File: src/rtl/div8bc2_seq_if.sv
// Handshake and operand/result bundle between the instruction decoder and the
// iterative divider.
interface div8bc2_seq_if #(
  parameter int unsigned WIDTH = 8
);
  logic             start;
  logic [WIDTH-1:0] dividend;
  logic [WIDTH-1:0] divisor;
  logic             busy;
  logic             done;
  logic [WIDTH-1:0] quotient;
  logic [WIDTH-1:0] remainder;
  logic             overflow;
  logic             div_by_zero;

  modport master (
    output start, dividend, divisor,
    input  busy, done, quotient, remainder, overflow, div_by_zero
  );

  modport slave (
    input  start, dividend, divisor,
    output busy, done, quotient, remainder, overflow, div_by_zero
  );
endinterface

File: src/rtl/div8bc2_seq.sv
// Iterative signed restoring divider, one quotient bit per clock, saturating.
// Define DIV8BC2_REMAINDER_EN to drive the remainder output; otherwise it is tied to 0.
module div8bc2_seq #(
  parameter int unsigned WIDTH = 8
) (
  input logic           clk,
  input logic           reset,
  div8bc2_seq_if.slave  bus
);

  localparam int unsigned      CntW    = (WIDTH > 1) ? $clog2(WIDTH) : 1;
  localparam logic [CntW-1:0]  CntLast = CntW'(WIDTH - 1);
  localparam logic [WIDTH-1:0] MaxPos  = {1'b0, {(WIDTH-1){1'b1}}};
  localparam logic [WIDTH-1:0] MinNeg  = {1'b1, {(WIDTH-1){1'b0}}};

  typedef enum logic [1:0] {StIdle, StCalc, StFin} state_e;

  state_e           state_q, state_d;
  logic             sign_q, sign_d;
  logic             dvd_neg_q, dvd_neg_d;
  // Dividend magnitude shifts out MSB first while quotient bits shift in at the LSB.
  logic [WIDTH-1:0] aq_q, aq_d;
  logic [WIDTH:0]   dvs_mag_q, dvs_mag_d;
  logic [WIDTH:0]   rem_q, rem_d;
  logic [CntW-1:0]  cnt_q, cnt_d;
  logic [WIDTH-1:0] quo_q, quo_d;
  logic             ovf_q, ovf_d;
  logic             dbz_q, dbz_d;
  logic             done_q, done_d;

  logic [WIDTH-1:0] dvd_abs;
  logic [WIDTH-1:0] dvs_abs;
  logic [WIDTH+1:0] shifted;
  logic [WIDTH+1:0] diff;
  logic             qbit;
  logic [WIDTH:0]   q_mag;
  logic [WIDTH:0]   q_sgn;
  logic             q_sat;
  logic             dvs_zero;

`ifdef DIV8BC2_REMAINDER_EN
  logic [WIDTH-1:0] dvd_q, dvd_d;
  logic [WIDTH-1:0] rem_out_q, rem_out_d;
  logic [WIDTH-1:0] rem_fix;
`endif

  // Unsigned W-bit negation maps -2^(W-1) onto 2^(W-1), which is exact as a magnitude.
  assign dvd_abs = bus.dividend[WIDTH-1] ? -bus.dividend : bus.dividend;
  assign dvs_abs = bus.divisor[WIDTH-1]  ? -bus.divisor  : bus.divisor;

  assign shifted  = {rem_q, aq_q[WIDTH-1]};
  assign diff     = shifted - {1'b0, dvs_mag_q};
  assign qbit     = ~diff[WIDTH+1];

  assign q_mag    = {1'b0, aq_q};
  assign q_sgn    = sign_q ? -q_mag : q_mag;
  // Only +2^(W-1) (from -2^(W-1) / -1) lands above the positive limit.
  assign q_sat    = ~q_sgn[WIDTH] & q_sgn[WIDTH-1];
  assign dvs_zero = (dvs_mag_q == '0);

`ifdef DIV8BC2_REMAINDER_EN
  assign rem_fix  = dvd_neg_q ? -rem_q[WIDTH-1:0] : rem_q[WIDTH-1:0];
`endif

  always_comb begin
    state_d   = state_q;
    sign_d    = sign_q;
    dvd_neg_d = dvd_neg_q;
    aq_d      = aq_q;
    dvs_mag_d = dvs_mag_q;
    rem_d     = rem_q;
    cnt_d     = cnt_q;
    quo_d     = quo_q;
    ovf_d     = ovf_q;
    dbz_d     = dbz_q;
    done_d    = 1'b0;
`ifdef DIV8BC2_REMAINDER_EN
    dvd_d     = dvd_q;
    rem_out_d = rem_out_q;
`endif

    unique case (state_q)
      StIdle: begin
        if (bus.start) begin
          state_d   = StCalc;
          sign_d    = bus.dividend[WIDTH-1] ^ bus.divisor[WIDTH-1];
          dvd_neg_d = bus.dividend[WIDTH-1];
          aq_d      = dvd_abs;
          dvs_mag_d = {1'b0, dvs_abs};
          rem_d     = '0;
          cnt_d     = '0;
`ifdef DIV8BC2_REMAINDER_EN
          dvd_d     = bus.dividend;
`endif
        end
      end
      StCalc: begin
        rem_d = qbit ? diff[WIDTH:0] : shifted[WIDTH:0];
        aq_d  = {aq_q[WIDTH-2:0], qbit};
        cnt_d = cnt_q + CntW'(1);
        if (cnt_q == CntLast) begin
          state_d = StFin;
        end
      end
      StFin: begin
        state_d = StIdle;
        done_d  = 1'b1;
        if (dvs_zero) begin
          quo_d = dvd_neg_q ? MinNeg : MaxPos;
          ovf_d = 1'b1;
          dbz_d = 1'b1;
`ifdef DIV8BC2_REMAINDER_EN
          rem_out_d = dvd_q;
`endif
        end else begin
          quo_d = q_sat ? MaxPos : q_sgn[WIDTH-1:0];
          ovf_d = q_sat;
          dbz_d = 1'b0;
`ifdef DIV8BC2_REMAINDER_EN
          rem_out_d = rem_fix;
`endif
        end
      end
      default: state_d = StIdle;
    endcase
  end

  always_ff @(posedge clk) begin
    if (reset) begin
      state_q   <= StIdle;
      sign_q    <= 1'b0;
      dvd_neg_q <= 1'b0;
      aq_q      <= '0;
      dvs_mag_q <= '0;
      rem_q     <= '0;
      cnt_q     <= '0;
      quo_q     <= '0;
      ovf_q     <= 1'b0;
      dbz_q     <= 1'b0;
      done_q    <= 1'b0;
`ifdef DIV8BC2_REMAINDER_EN
      dvd_q     <= '0;
      rem_out_q <= '0;
`endif
    end else begin
      state_q   <= state_d;
      sign_q    <= sign_d;
      dvd_neg_q <= dvd_neg_d;
      aq_q      <= aq_d;
      dvs_mag_q <= dvs_mag_d;
      rem_q     <= rem_d;
      cnt_q     <= cnt_d;
      quo_q     <= quo_d;
      ovf_q     <= ovf_d;
      dbz_q     <= dbz_d;
      done_q    <= done_d;
`ifdef DIV8BC2_REMAINDER_EN
      dvd_q     <= dvd_d;
      rem_out_q <= rem_out_d;
`endif
    end
  end

  // The done cycle already sits in StIdle, so a start there is taken while busy still reads 1.
  assign bus.busy        = (state_q != StIdle) | done_q;
  assign bus.done        = done_q;
  assign bus.quotient    = quo_q;
  assign bus.overflow    = ovf_q;
  assign bus.div_by_zero = dbz_q;
`ifdef DIV8BC2_REMAINDER_EN
  assign bus.remainder   = rem_out_q;
`else
  assign bus.remainder   = '0;
`endif

endmodule

File: src/flat_wrapper.sv
// flat-port wrapper written by rule: the top's interface ports become plain ports
module div8bc2_seq_flat 
#(
  parameter int unsigned WIDTH = 8
)
  (clk, reset, bus_start, bus_dividend, bus_divisor, bus_busy, bus_done, bus_quotient, bus_remainder, bus_overflow, bus_div_by_zero);
  div8bc2_seq_if #(.WIDTH(WIDTH)) bus_i ();
  input logic clk;
  input logic reset;
  input wire logic [$bits(bus_i.start)-1:0] bus_start;
  input wire logic [$bits(bus_i.dividend)-1:0] bus_dividend;
  input wire logic [$bits(bus_i.divisor)-1:0] bus_divisor;
  output wire logic [$bits(bus_i.busy)-1:0] bus_busy;
  output wire logic [$bits(bus_i.done)-1:0] bus_done;
  output wire logic [$bits(bus_i.quotient)-1:0] bus_quotient;
  output wire logic [$bits(bus_i.remainder)-1:0] bus_remainder;
  output wire logic [$bits(bus_i.overflow)-1:0] bus_overflow;
  output wire logic [$bits(bus_i.div_by_zero)-1:0] bus_div_by_zero;
  assign bus_i.start = bus_start;
  assign bus_i.dividend = bus_dividend;
  assign bus_i.divisor = bus_divisor;
  assign bus_busy = bus_i.busy;
  assign bus_done = bus_i.done;
  assign bus_quotient = bus_i.quotient;
  assign bus_remainder = bus_i.remainder;
  assign bus_overflow = bus_i.overflow;
  assign bus_div_by_zero = bus_i.div_by_zero;
  div8bc2_seq #(.WIDTH(WIDTH)) u_core (.clk(clk), .reset(reset), .bus(bus_i));
endmodule
File: config.mk
export PLATFORM = sky130hd
export DESIGN_NAME = div8bc2_seq_flat
export DESIGN_NICKNAME = d
export VERILOG_FILES = /design/src/rtl/div8bc2_seq_if.sv /design/src/rtl/div8bc2_seq.sv /design/src/flat_wrapper.sv
export SDC_FILE = /design/constraint.sdc
export NUM_CORES = 1
export LEC_CHECK = 0
export ABC_AREA = 1
export ABC_CLOCK_PERIOD_IN_PS = 2500
export CAP_MARGIN = 20
export CORE_MARGIN = 1.5
export CORE_UTILIZATION = 44
export CTS_BUF_LIST = sky130_fd_sc_hd__clkbuf_8 sky130_fd_sc_hd__clkbuf_16
export DETAILED_ROUTE_END_ITERATION = 16
export GPL_TIMING_DRIVEN = 0
export HOLD_SLACK_MARGIN = 0.05
export PLACE_DENSITY = 0.68
export SLEW_MARGIN = 20
export SYNTH_ARGS = -nofsm -noshare
export SYNTH_HDL_FRONTEND = slang
export SYNTH_SLANG_ARGS = --single-unit
File: constraint.sdc
create_clock -name clk -period 2.5 [get_ports clk]
set_input_delay 0.375 -clock clk [delete_from_list [all_inputs] [get_ports clk]]
set_output_delay 0.375 -clock clk [all_outputs]
set_load 0.05 [all_outputs]
* After elaboration in Yosys (flattened, before gate mapping)
Index checks and enable logic that the tools add are counted.
** Storage, ports and cells
- Register bits after elaboration :: 43
- Output and inout bits :: 20
- Input bits :: 19
** Operators by class
- Equality and inequality tests :: 5
- Bitwise operators :: 5
- $add $sub $neg :: 5
- Reductions and logical operators :: 7
- Multiplexer cells :: 19
** Operators with widths (count)
- $mux 8 :: 6
- $mux 9 :: 3
- $pmux 9 s2 :: 1
- $neg 8->8 :: 2
- $pmux 8 s2 :: 1
- $sub 10x8->10 :: 1
- $logic_not 9->1 :: 1
- $neg 8->9 :: 1
- $pmux 3 s2 :: 1
- $reduce_and 2->1 :: 3
- $mux 2 :: 2
- $pmux 2 s2 :: 1
- $reduce_bool 2->1 :: 2
- $add 3x1->3 const B :: 1
- $eq 3x3->1 const B :: 1
- $mux 1 :: 3
- $mux 3 :: 1
- $eq 2x1->1 const B :: 1
- $eq 2x2->1 const B :: 1
- $logic_not 2->1 :: 1
- $ne 2x1->1 const B :: 1
- $ne 2x2->1 const B :: 1
- $not 1->1 :: 2
- $and 1x1->1 :: 1
- other kinds (2) :: 2

* Depth between registers and ports, before layout
- Word-level depth :: 6
- Mapped depth :: 13
- Gate-level depth less buffers :: 13

* Worst setup path before layout
No wires, ideal clock.
- Path type :: register -> register
- From :: register u_core.aq_q[7]
- To :: register u_core.rem_q[8]
- Arrival :: 1732 ps
- Path buffers :: 0
- Clock period less this slack :: 1799 ps
- Stages on the path, launching flop included :: 14
- Setup time :: 67 ps
- Slack :: 701 ps
- Path through :: dfxtp_1 inv_1 ha_1 fa_1 nand3b_1 nand2_1 nand2_1 nand2_1 nand2_1 nand2_1 clkinv_1 nand2_2 nand3_2 a21oi_2
** On the way
- Cells in the longest elaborated chain, start to end :: 3
** Ends and longest elaborated chain
- start, declared :: RTL line div8bc2_seq.sv:22 : logic [WIDTH-1:0] aq_q, aq_d;
- start signal, assigned :: RTL line div8bc2_seq.sv:149 : aq_q <= aq_d;
- $sub 10x8->10 :: RTL line div8bc2_seq.sv:52 : assign diff = shifted - {1'b0, dvs_mag_q};
- $mux 9 :: RTL line div8bc2_seq.sv:98 : rem_d = qbit ? diff[WIDTH:0] : shifted[WIDTH:0];
- $pmux 9 s2 :: RTL line div8bc2_seq.sv:82 : unique case (state_q)
- end signal, assigned :: RTL line div8bc2_seq.sv:151 : rem_q <= rem_d;
- end, declared :: RTL line div8bc2_seq.sv:24 : logic [WIDTH:0] rem_q, rem_d;
Every way passes these cells.
A chain may end at the register's enable or synchronous reset.

* Worst setup path in the final report
Ends and elaborated chain as after synthesis.

==> run summary <==
Fin. Hold Viols = 0
Worst Reg-to-Reg Cells = 13
Ant. Diodes = 0
Die Y = 84.1 um
signal arrival time at the worst endpoint = 2.32 ns
TritonCTS Buffers = 5
Lkg Pwr = 1.58 nW
PwrDens = 1030 nW/um2
Layout fillers = 656
dpl hpwl = 5170 um
kind of critical path = flop to flop
Critical Path Start = u_core.aq_q[7]$_SDFFE_PP0P_
gr ovfl total = 0
# hold bufs at CTS = 0
Final min period = 2.09 ns
Routed WL per cell = 11.7 um
width of the die = 84.1 um
final instance area = 3390 um2
hold_sp = u_core.cnt_q[2]$_SDFFE_PP0P_
P_int = 1.77 mW
final setup fails = 0
layout cells sized above 1 = 0.109
register area = 861 um2
status = finished, final reports clean
synthesized area = 2890 um2
clock tree sinks = 43
Clock Root Buffer = clkbuf_8
Reg power frac = 0.252
area of the core = 6350 um2
clock transition at the registers of the reported paths = 0.09 ns
Residual DRC = 0
asr flop ratio synth = 0
post-synthesis average cell area = 6.63 um2
Ports = 39
RSZ-0062 raised after global routing = false
worst hold endpoint = u_core.cnt_q[2]$_SDFFE_PP0P_
pin count of the biggest net entering global routing = 16
initial antenna violation count = 0
Critical Path End Type = flop
final setup TNS = 0 ns
Netlist cell types = 38
Placed Area = 3290 um2
global-route wire length before repair = 11,200 um
Die ar. = 7070 um2
final slew viol count = 0
cell count after placement = 548
peak supply drop = 0.000445 V
Synth Warn # = 0
power share of the clock group = 0.130
post_cts resized = 0
worst-margin pin slew = 0.577 ns
Layout area overhead = 17.1%
Detailed Routing Iterations Pass 1 = 4
Worst Hold Path Cells = 2
initial DRC count = 135
Clock Tree Buf Depth = 2
Primary FF master, synth = dfxtp_1
reg2reg setup slack = 0.41 ns
non-filler cells, final = 556
power share of the combinational group = 0.618
switching power total = 1.73 mW
Post-Syn Instances = 436
Port Buffers = 28
nets = 511
global placement routability congestion = 0.829
final wirelength = 6510 um
Vias = 2,805
register area share after synthesis = 0.298
Min Hold Slack = 0.476 ns
FF-to-FF End = u_core.rem_q[8]$_SDFFE_PP0P_
Startpoint Class = flop
Multi-input gate area = 1700 um2
Vias per Instance = 5.04
Overall Global Routing Usage = 0.190
Clk Latency, worst-skew pair = 0.30 ns
Max Cap Viol = 0
FP Rows = 29
EDFF count, synth = 0
vias in the first global route = 2,490
min-delay worst type = flop to flop
post-CTS setup repair buffer count = 0
clock skew = 0.00877 ns
CP Max Fanout = 4
FF-to-FF Start = u_core.aq_q[7]$_SDFFE_PP0P_
Tcrit/Tclk final = 0.835
Critical Path RT = 2.74 ns
H-tree depth = 2
CTS tree = built
Final ANT Viol Nets = 0
net switching share of the total power = 0.494
Max-Slew Margin vs Limit = 0.614
initial core utilization = 0.455
Peak Freq = 0.479 GHz
#FFs+latches synth = 43
## flip-flops by register name (all words and copies together) (netlist names), 2 cells and up
register / count
u_core.bus.quotient: 8
u_core.rem_q: 9
u_core.aq_q: 8
u_core.state_q: 2
u_core.cnt_q: 3
u_core.dvs_mag_q: 8
## layer usage
metal / global-route usage / part of all wire / vias to the layer above
li1: - / - / 1470
met1: 0.255 / 0.47 / 1261
met2: 0.332 / 0.47 / 68
met3: 0.0247 / 0.049 / 6
met4: 0.0313 / 0.0077 / 0
met5: 0 / 0 / -
## metrics by stage
step           power [mW]  setup WS [ns]  utilization
2_1_floorplan        2.67          0.701            -
3_3_place_gp         3.00          0.467        0.519
3_5_place_dp         3.05          0.440        0.519
4_1_cts              3.50          0.419        0.533
5_1_grt              3.82          0.193        0.533
6_report             3.50          0.413        0.533
## synth_stat cells (2+ instances only)
master | number | area share
nor3_1 | 6 | 0.010
nor3_2 | 2 | 0.0069
clkbuf_1 | 6 | 0.0078
nand3_1 | 34 | 0.059
inv_2 | 4 | 0.0052
a21oi_1 | 39 | 0.068
nand3_2 | 2 | 0.0069
inv_1 | 58 | 0.075
a21oi_2 | 2 | 0.0061
nand2_2 | 12 | 0.026
nand2_1 | 112 | 0.15
o221ai_1 | 3 | 0.0091
dfxtp_1 | 43 | 0.30
nand3b_1 | 6 | 0.016
o21ai_0 | 15 | 0.026
xor2_1 | 7 | 0.021
ha_1 | 13 | 0.056
nor2_1 | 31 | 0.040
nand4_1 | 2 | 0.0043
buf_4 | 8 | 0.021
buf_2 | 7 | 0.012
a31oi_1 | 6 | 0.013
xnor2_1 | 3 | 0.0091
## worst max-delay path: stages (launching register included)
cell	delay (ns)
dfxtp_1	0.41
inv_1	0.10
ha_1	0.22
fa_1	0.41
nand3b_1	0.17
nand2_1	0.15
nand2_1	0.09
nand2_1	0.06
nand2_1	0.04
nand2_1	0.05
clkinv_1	0.06
nand2_2	0.07
nand3_2	0.07
a21oi_2	0.12
## worst max-delay path by stage
stage | endpoint | slack [ns] | depth (start not counted)
after floorplan | u_core.rem_q[8]$_SDFFE_PP0P_ | 0.70 | 13
after global placement | u_core.aq_q[6]$_SDFFE_PP0P_ | 0.47 | 9
after detailed placement | u_core.aq_q[6]$_SDFFE_PP0P_ | 0.44 | 9
after CTS | u_core.rem_q[8]$_SDFFE_PP0P_ | 0.42 | 13
after global routing | u_core.rem_q[8]$_SDFFE_PP0P_ | 0.19 | 13
final | u_core.rem_q[8]$_SDFFE_PP0P_ | 0.41 | 13
## final cells by class
| class | instances | share of cell area |
|---|---|---|
| Buffer | 21 | 0.0347 |
| Clock buffer | 5 | 0.0203 |
| Clock inverter | 3 | 0.00702 |
| Inverter | 63 | 0.0698 |
| Multi-Input combinational cell | 316 | 0.503 |
| Sequential cell | 43 | 0.254 |
| Tap cell | 77 | 0.0284 |
| Timing Repair Buffer | 28 | 0.0827 |
## logic make-up (layout without fill, tap and decap cells)
group | count (synthesis) | after routing | share of synthesized area
AOI/OAI and AO/OA | 69 | 69 | 0.135
xor gates and xnor gates | 10 | 10 | 0.0303
adders and majority gates | 14 | 14 | 0.0632
buffers and inverters | 84 | 120 | 0.122
DFF | 43 | 43 | 0.298
other | 1 | 8 | 0.00130
and+or+nand+nor | 215 | 215 | 0.350
## power groups by stage
| stage | Sequential, mW | Clock, mW | Combinational, mW |
|---|---|---|---|
| 4_1_cts | 0.880 | 0.464 | 2.16 |
| 2_1_floorplan | 0.862 | 0 | 1.81 |
| 3_3_place_gp | 0.893 | 0 | 2.11 |
| 5_1_grt | 0.892 | 0.486 | 2.44 |
| 3_5_place_dp | 0.896 | 0 | 2.15 |
| 6_report | 0.881 | 0.456 | 2.17 |
## layout by cell type, fill, tap and decap left out, drive strengths merged, types with 6 or more instances in the layout
| cell | count |
|---|---|
| o21ai | 15 |
| nand2 | 126 |
| nand3b | 6 |
| conb | 8 |
| dfxtp | 43 |
| nor2 | 33 |
| inv | 63 |
| xor2 | 7 |
| nor3 | 8 |
| nand3 | 37 |
| a21oi | 42 |
| a31oi | 6 |
| clkdlybuf4s50 | 28 |
| buf | 15 |
| ha | 13 |
| clkbuf | 11 |
Note: power is estimated with default switching activity, not from simulation.
==> edit: new RTL, config.mk and constraints unchanged <==
Add a define of `DIV8BC2_REMAINDER_EN`.
--- a/src/rtl/div8bc2_seq.sv
+++ b/src/rtl/div8bc2_seq.sv
@@ -1,5 +1,7 @@
 // Iterative signed restoring divider, one quotient bit per clock, saturating.
 // Define DIV8BC2_REMAINDER_EN to drive the remainder output; otherwise it is tied to 0.
+`define DIV8BC2_REMAINDER_EN
+
 module div8bc2_seq #(
   parameter int unsigned WIDTH = 8
 ) (
Behaviour: same outputs for any inputs over 10 cycles, from zero or initial values and one cycle with reset high; that may be too few to reach the edited logic, so the function may still have changed.
==> edit against the unedited design <==
- design area grew 23%
- power grew 28%
- worst hold slack worse by 0.0084 ns
- wire length increased by 42%
- setup slack worse by 0.18 ns
- clock power increased by 110%
- area after synthesis up 20%
- first-iteration DRC count rose by 75%
- sequential cell count up 15
- critical endpoint is now bus_busy
- highest routed layer unchanged
==> edit: results (changes against the unedited design) <==
status - completed (unchanged)
vias in the first global route - 3233 (was 2490)
Worst Setup SP - u_core.state_q[0]$_SDFFE_PP0P_ (was u_core.aq_q[7]$_SDFFE_PP0P_)
met1 WL - 4610 um (was 3080 um)
Hold Path End - u_core.bus.remainder[4]$_SDFFE_PP0P_ (was u_core.cnt_q[2]$_SDFFE_PP0P_)
met2 WL - 4150 um (was 3060 um)
Largest stage delay, worst path - 0.70 ns (was 0.41 ns)
layout cells sized above 1 - 8.62% (was 10.9%)
reg2reg path depth - 12 (was 13)
largest net degree at the start of global routing - 11 (was 16)
Unique masters post-synth - 41 (was 38)
vias post-DR - 3452 (was 2805)
Tmin final - 2.26 ns (was 2.09 ns)
Worst VDD drop - 523 uV (was 445 uV)
Worst-Skew Late Latency - 0.34 ns (was 0.30 ns)
DRT Pass-1 Iters - 5 (was 4)
total design power - 0.00447 W (was 0.00350 W)
H-tree depth - 3 (was 2)
first-pass GRT wire length - 15400 um (was 11200 um)
met3 routed WL - 390 um (was 322 um)
Worst-path clk slew - 0.07 ns (was 0.09 ns)
hold_ws - 0.467 ns (was 0.476 ns)
critical path's slowest cell - clkdlybuf4s50_1 (was dfxtp_1)
TritonCTS Buffers - 9 (was 5)
placed cell area - 3960 sq um (was 3290 sq um)
final clock skew - 0.00553 ns (was 0.00877 ns)
measured slew at the worst slew-check pin - 0.603 ns (was 0.577 ns)
Net count, final - 587 (was 511)
critical path data arrival time - 1.89 ns (was 2.32 ns)
Seq/Total Area, Yosys - 33.5% (was 29.8%)
RePlAce Congestion - 0.880 (was 0.829)
drt total wl - 9250 um (was 6510 um)
hold path start - u_core.bus.remainder[4]$_SDFFE_PP0P_ (was u_core.cnt_q[2]$_SDFFE_PP0P_)
Initial DRC Count - 236 (was 135)
edit: cells by family (layout without fill, tap and decap cells):
kind of cell,Yosys count,after routing,share of synthesized area (%)
xor+xnor,14,14,3.53
simple gates,237,237,31.8
buf+inv,80,131,9.01
flops,58,58,33.5
fa+ha+maj,15,15,5.62
compound gates,102,102,16.6
edit: layer usage:
metal  vias to the layer above  track usage (%)
li1                       1766                -
met5                         -                0
met1                      1590             32.0
met2                        87             37.0
met3                         9             4.31
met4                         0             6.15
edit: cell type report:
cell class,count,area (sq um)
clock buffers,11,151
inverters,64,240
flip-flops and latches,58,1160
well taps,102,128
clock inverters,4,67.6
multi-input cells,368,2000
fillers,770,3510
plain buffers,16,72.6
repair buffers,36,360
edit: power breakdown:
| part | switching [W] | leakage [nW] | internal, W |
|---|---|---|---|
| Clock | 0.000370 | 0.118 | 0.000603 |
| Sequential | 0.000118 | 0.473 | 0.00104 |
| Combinational | 0.00152 | 1.29 | 0.000828 |
